**src/rtl/riscv_pkg.sv**
```systemverilog
// rtl/riscv_pkg.sv - shared widths, ALU op codes and forward selects for the RV32I execute stage
//
// Purpose: constants shared by execute_cycle and alu.
// Contents: XLEN, REGW, ALU_* operation codes, FWD_* operand source selects.

package riscv_pkg;

  localparam int XLEN = 32;
  localparam int REGW = 5;

  localparam logic [2:0] ALU_ADD = 3'b000;
  localparam logic [2:0] ALU_SUB = 3'b001;
  localparam logic [2:0] ALU_AND = 3'b010;
  localparam logic [2:0] ALU_OR  = 3'b011;
  localparam logic [2:0] ALU_XOR = 3'b100;
  localparam logic [2:0] ALU_SLT = 3'b101;

  localparam logic [1:0] FWD_RF  = 2'b00;
  localparam logic [1:0] FWD_WB  = 2'b01;
  localparam logic [1:0] FWD_MEM = 2'b10;

endpackage

```
**src/rtl/execute_cycle_alu.sv**
```systemverilog
// rtl/execute_cycle_alu.sv - combinational RV32I ALU with zero flag
//
// Purpose: XLEN-wide add/sub/and/or/xor/slt, wrap-around arithmetic, no overflow flag.
// Ports:
//   srcA, srcB  in  operands
//   alucontrol  in  operation select (unused codes yield 0)
//   result      out ALU result
//   zero        out result == 0

module alu #(
  parameter int XLEN = 32
) (
  input  logic [XLEN-1:0] srcA,
  input  logic [XLEN-1:0] srcB,
  input  logic [2:0]      alucontrol,
  output logic [XLEN-1:0] result,
  output logic            zero
);
  import riscv_pkg::*;

  logic lt_signed;

  assign lt_signed = $signed(srcA) < $signed(srcB);

  always_comb begin
    result = '0;
    case (alucontrol)
      ALU_ADD: result = srcA + srcB;
      ALU_SUB: result = srcA - srcB;
      ALU_AND: result = srcA & srcB;
      ALU_OR:  result = srcA | srcB;
      ALU_XOR: result = srcA ^ srcB;
      ALU_SLT: result = {{(XLEN-1){1'b0}}, lt_signed};
      default: result = '0;
    endcase
  end

  assign zero = (result == '0);

endmodule

```
**src/rtl/execute_cycle.sv**
```systemverilog
// rtl/execute_cycle.sv - RV32I execute stage with forwarding, beq resolution and EX/MEM register
//
// Purpose: selects forwarded operands, runs the ALU, resolves beq combinationally and
// registers the EX/MEM bundle consumed by memory_cycle (with stall hold and flush bubble).
// Ports:
//   clk, rst                     clock, asynchronous active-high reset
//   regwrt_E..PC_1DE             ID/EX control and data inputs
//   forwardA_E, forwardB_E       operand source selects (00 RF, 01 WB, 10 MEM, 11 = RF)
//   result_W                     writeback-stage result for forwarding
//   stall_M, flush_E             hold / bubble control of the EX/MEM register
//   PCsrc_E, PCtarget_E          combinational branch decision and target
//   *_M                          registered EX/MEM bundle

module execute_cycle #(
  parameter int XLEN = riscv_pkg::XLEN,
  parameter int REGW = riscv_pkg::REGW
) (
  input  logic            clk,
  input  logic            rst,
  input  logic            regwrt_E,
  input  logic            memwrite_E,
  input  logic            resultctrl_E,
  input  logic            branch_E,
  input  logic            alusrc_E,
  input  logic [2:0]      alucontrol_E,
  input  logic [XLEN-1:0] RD1_E,
  input  logic [XLEN-1:0] RD2_E,
  input  logic [XLEN-1:0] imm_E,
  input  logic [REGW-1:0] RD_E,
  input  logic [XLEN-1:0] PC_E,
  input  logic [XLEN-1:0] PC_1DE,
  input  logic [1:0]      forwardA_E,
  input  logic [1:0]      forwardB_E,
  input  logic [XLEN-1:0] result_W,
  input  logic            stall_M,
  input  logic            flush_E,
  output logic            PCsrc_E,
  output logic [XLEN-1:0] PCtarget_E,
  output logic            regwrt_M,
  output logic            memwrite_M,
  output logic            resultctrl_M,
  output logic [REGW-1:0] RD_M,
  output logic [XLEN-1:0] PC_1DEM,
  output logic [XLEN-1:0] writedata_M,
  output logic [XLEN-1:0] ALUresult_M
);
  import riscv_pkg::*;

  logic [XLEN-1:0] srcA;
  logic [XLEN-1:0] fwdB;
  logic [XLEN-1:0] srcB;
  logic [XLEN-1:0] alu_result;
  logic            alu_zero;

  // FWD_MEM reads the pre-edge ALUresult_M, so back-to-back dependent ops need no stall.
  always_comb begin
    srcA = RD1_E;
    case (forwardA_E)
      FWD_WB:  srcA = result_W;
      FWD_MEM: srcA = ALUresult_M;
      default: srcA = RD1_E;
    endcase
  end

  always_comb begin
    fwdB = RD2_E;
    case (forwardB_E)
      FWD_WB:  fwdB = result_W;
      FWD_MEM: fwdB = ALUresult_M;
      default: fwdB = RD2_E;
    endcase
  end

  assign srcB = alusrc_E ? imm_E : fwdB;

  alu #(.XLEN(XLEN)) u_alu (
    .srcA       (srcA),
    .srcB       (srcB),
    .alucontrol (alucontrol_E),
    .result     (alu_result),
    .zero       (alu_zero)
  );

  assign PCsrc_E    = branch_E & alu_zero;
  assign PCtarget_E = PC_E + imm_E;

  always_ff @(posedge clk or posedge rst) begin
    if (rst) begin
      regwrt_M     <= 1'b0;
      memwrite_M   <= 1'b0;
      resultctrl_M <= 1'b0;
      RD_M         <= '0;
      PC_1DEM      <= '0;
      writedata_M  <= '0;
      ALUresult_M  <= '0;
    end else if (!stall_M) begin
      if (flush_E) begin
        regwrt_M     <= 1'b0;
        memwrite_M   <= 1'b0;
        resultctrl_M <= 1'b0;
        RD_M         <= '0;
        PC_1DEM      <= '0;
        writedata_M  <= '0;
        ALUresult_M  <= '0;
      end else begin
        regwrt_M     <= regwrt_E;
        memwrite_M   <= memwrite_E;
        resultctrl_M <= resultctrl_E;
        RD_M         <= RD_E;
        PC_1DEM      <= PC_1DE;
        // Store data is the forwarded rs2, never the immediate.
        writedata_M  <= fwdB;
        ALUresult_M  <= alu_result;
      end
    end
  end

endmodule

```
**config.mk**
```make
export PLATFORM = sky130hd
export DESIGN_NAME = execute_cycle
export DESIGN_NICKNAME = d
export VERILOG_FILES = /design/src/rtl/riscv_pkg.sv /design/src/rtl/execute_cycle_alu.sv /design/src/rtl/execute_cycle.sv
export SDC_FILE = /design/constraint.sdc
export NUM_CORES = 1
export LEC_CHECK = 0
export CAP_MARGIN = 20
export CELL_PAD_IN_SITES_DETAIL_PLACEMENT = 1
export CELL_PAD_IN_SITES_GLOBAL_PLACEMENT = 1
export CORE_ASPECT_RATIO = 1.1
export CORE_MARGIN = 2
export CORE_UTILIZATION = 30
export CTS_CLUSTER_SIZE = 30
export DETAILED_ROUTE_END_ITERATION = 12
export PLACE_DENSITY = 0.74
export SYNTH_ARGS = -nofsm -noshare
export SYNTH_HDL_FRONTEND = slang
export SYNTH_SLANG_ARGS = --single-unit
```
**constraint.sdc**
```tcl
create_clock -name clk -period 10.35 [get_ports clk]
set_clock_uncertainty 0.2 [all_clocks]
set_input_delay 2.07 -clock clk [delete_from_list [all_inputs] [get_ports clk]]
set_output_delay 2.07 -clock clk [all_outputs]
set_load 0.01 [all_outputs]
```
==> results.yml <==
cts:
  cts.sinks: 104
  htree_levels: 3
  clk_latency_ns: 0.39
  cts_tree: "done"
  cts_buffer_depth: 2
  clk_pin_slew_ns: 0.08
  root_buffer: "clkbuf_16"
  cts_inserted_buffers: 9
final_layout:
  mostFrequentLayoutCell: "clkdlybuf4s50_1"
  regArea_mm2: 0.00260
  synthToLayoutAreaGrowth_pct: 39.2
  final_layout_size_suffix_gt1_share_pct: 8.34
  fillerInstances: 4903
  nets: 2352
  instances_no_fill: 2518
  most-common-layout-cells: "clkdlybuf4s50_1 (346), nand2_1 (184), o21ai_0 (160)"
  multi_input_area_mm2: 0.00895
synth:
  synth.top_cells.by_area: "dfrtp_1 (21%), ha_1 (14%), o21ai_0 (6.6%)"
  ys_ff_latch: 104
  synth-edff-count: 0
  ys.flop_type: "dfrtp_1"
  syn_avg_cell_area_um2: 7.45
  synth.net_count: 2002
  synthesis.area_mm2: 0.0123
  synth.top_cell.area_share_pct: 21.2
  synth_top_cell_by_area: "dfrtp_1"
  synth-async-reset-ratio_pct: 100
  yosysSeqAreaShare_pct: 21.2
  syn_inst: 1648
  yosysWarnings: 0
  ys_types: 91
placement:
  io_buffers: 349
  gp_congestion: 0.966
  hpwl_um: 49600
  dp_cells: 2500
drt:
  detail_route.wl_per_cell_um: 24.5
  vias: 14690
  routed_wl_um: 61700
  drt_iter0_markers: 886
  drtAntennaViolNets: 0
  vias_per_cell: 5.83
  dr.pass1.iters: 5
  drc_errors: 0
setup_path:
  cpMaxStageDelayCell: "clkdlybuf4s50_1"
  max_stage_delay_ns: 0.58
  cp_top_family: "buffers and inverters"
  arrival_ns: 7.84
  rrSetupSlack_ns: 5.64
  worstPathMaxFanout: 14
  worstReg2RegStart: "ALUresult_M[10]"
  crit_buf_inv: 6
  crit_required_ns: 8.08
  path_common_cell: "buf_4"
  cp-startpoint: "forwardB_E[1]"
  critical_path_class: "input port to output pin"
  worstPathCellList: "clkdlybuf4s50_1 > inv_1 > ha_1 > buf_4 > a22oi_1 > nor2_1 > a21oi_1 > o21ai_2 > ha_1 > fa_1 > o21bai_1 > a21o_1 > o21ai_0 > a2111oi_1 > buf_4 > mux2i_1 > nand4_1 > and3_1 > nand2_1 > nor4b_1 > buf_4 > nand4_1 > nor2_1 > clkdlybuf4s50_1"
  crit_path_start_kind: "input port"
  worst_setup_path_end_kind: "output pin"
global_route:
  grt_max_degree: 57
  grt_usage_pct: 28.1
  gr-total-overflow: 0
  grt_pass1_wl_um: 92500
  grt_antenna_before_repair: 2
  first_global_vias: 15192
sta:
  setup_viol: 0
  max_freq_ghz: 0.0989
  hold_viol: 0
  final_max_slew_viol_count: 0
  slew_headroom_pct: 37.7
  period_share_pct: 97.7
  period_needed_ns: 10.11
  tightest_slew_ns: 0.935
floorplanning:
  ioPinCount: 350
  placementRows: 77
  core_area_mm2: 0.0403
  dieWidth_um: 197
  die_y_um: 216
  die_area_mm2: 0.0426
  initial_core_util_pct: 30.5
hold_path:
  hp-start: "writedata_M[25]"
  hold_path.class: "register to register"
pwr:
  p_per_area_mw_per_mm2: 121
  total_power_mw: 2.06
  ir_worst_vdd_mv: 0.0730
  leakage_nw: 7.21
run_status:
  outcome: "completed"
job:
  maxCapViolations: 0
==> power breakdown <==
part | internal (mW) | total [mW] | switching, mW
logic | 0.525 | 1.21 | 0.681
registers | 0.446 | 0.490 | 0.0443
clock network | 0.175 | 0.365 | 0.190
total | 1.15 | 2.06 | 0.915
==> metal layers <==
metal  part of all wire, %  vias to the layer above  track usage (%)
li1                      -                     6747                -
met1                    40                     7260             33.7
met2                    50                      567             50.1
met3                   5.6                      116             4.22
met4                   4.0                        0             11.5
met5                     0                        -                0
==> kinds of logic after synthesis <==
kind of cell	synth area share, %
AOI/OAI and AO/OA	36.9
xor gates and xnor gates	2.64
adders and majority gates	14.5
buffers and inverters	6.67
DFF	21.2
muxes	0.581
and+or+nand+nor	17.5
==> per-stage QoR <==
stage          util, %  area, um2  hold WS (ns)  TNS, ns  setup WS (ns)
2_1_floorplan        -      12300         0.316        0           1.68
3_3_place_gp      41.5      16700         0.269        0          0.278
3_5_place_dp      41.5      16700         0.277        0          0.206
4_1_cts           42.3      17000         0.297        0          0.199
5_1_grt           42.5      17100         0.324  -0.0620        -0.0620
6_report          42.5      17100         0.292        0          0.242
==> layout make-up <==
class,count,share of cell area (%)
Multi-Input combinational cell,1330,52.3
Timing Repair Buffer,443,24.5
Sequential cell,104,15.2
Tap cell,513,3.75
Inverter,110,2.43
Clock buffer,10,1.40
Clock inverter,6,0.344
Antenna cell,2,0.0293
==> repair_timing <==
action | CTS | global route
endpoints found under the hold margin | 0 | 0
hold buffers | 0 | 0
endpoints found under the setup margin | 0 | 1
buffers inserted | 0 | 0
resized for setup | 0 | 18
==> Yosys cell counts, drive strengths merged, types with 6 or more instances <==
master	n
o211ai	25
and2	7
o21bai	20
nor2b	15
nor2	131
ha	138
a31o	6
or2	11
a311o	7
or4	7
nand4	10
nor3	18
a2111oi	9
xor2	9
a21o	22
nor4	15
mux2i	6
dfrtp	104
a21oi	133
a211oi	29
clkbuf	91
inv	107
a211o	7
o22ai	6
and3	9
a31oi	20
a22o	56
xnor2	28
nand2b	18
nand2	184
nand3	29
or3	6
o31ai	16
buf	13
a22oi	69
o21ai	169
o31a	7
o21a	14
==> worst reg2reg max path: cells and delay by family, from the launching register on <==
family	cells	cell delay [ns]
flip-flops	1	0.47
buffers and inverters	2	0.35
multiplexers	1	0.40
AO/OA/AOI/OAI	10	2.17
AND/OR/NAND/NOR	3	0.58
adder cells (fa/ha/maj)	1	0.48
==> registers in the layout, summed over array words and instances (netlist names) <==
register and count:
ALUresult_M 32, PC_1DEM 32, writedata_M 32, RD_M 5, memwrite_M 1, regwrt_M 1, resultctrl_M 1
==> final timing paths <==
| check | depth (start not counted) | to |
|---|---|---|
| worst max-delay path | 24 | PCsrc_E |
| worst min-delay path | 2 | writedata_M[25] |
| worst max register to register | 17 | ALUresult_M[29] |
| worst min register to register | 2 | writedata_M[25] |
| max in group asynchronous | 3 | ALUresult_M[8] |
| min in group asynchronous | 2 | PC_1DEM[5] |
No activity file was read; power rests on OpenSTA's default activity.
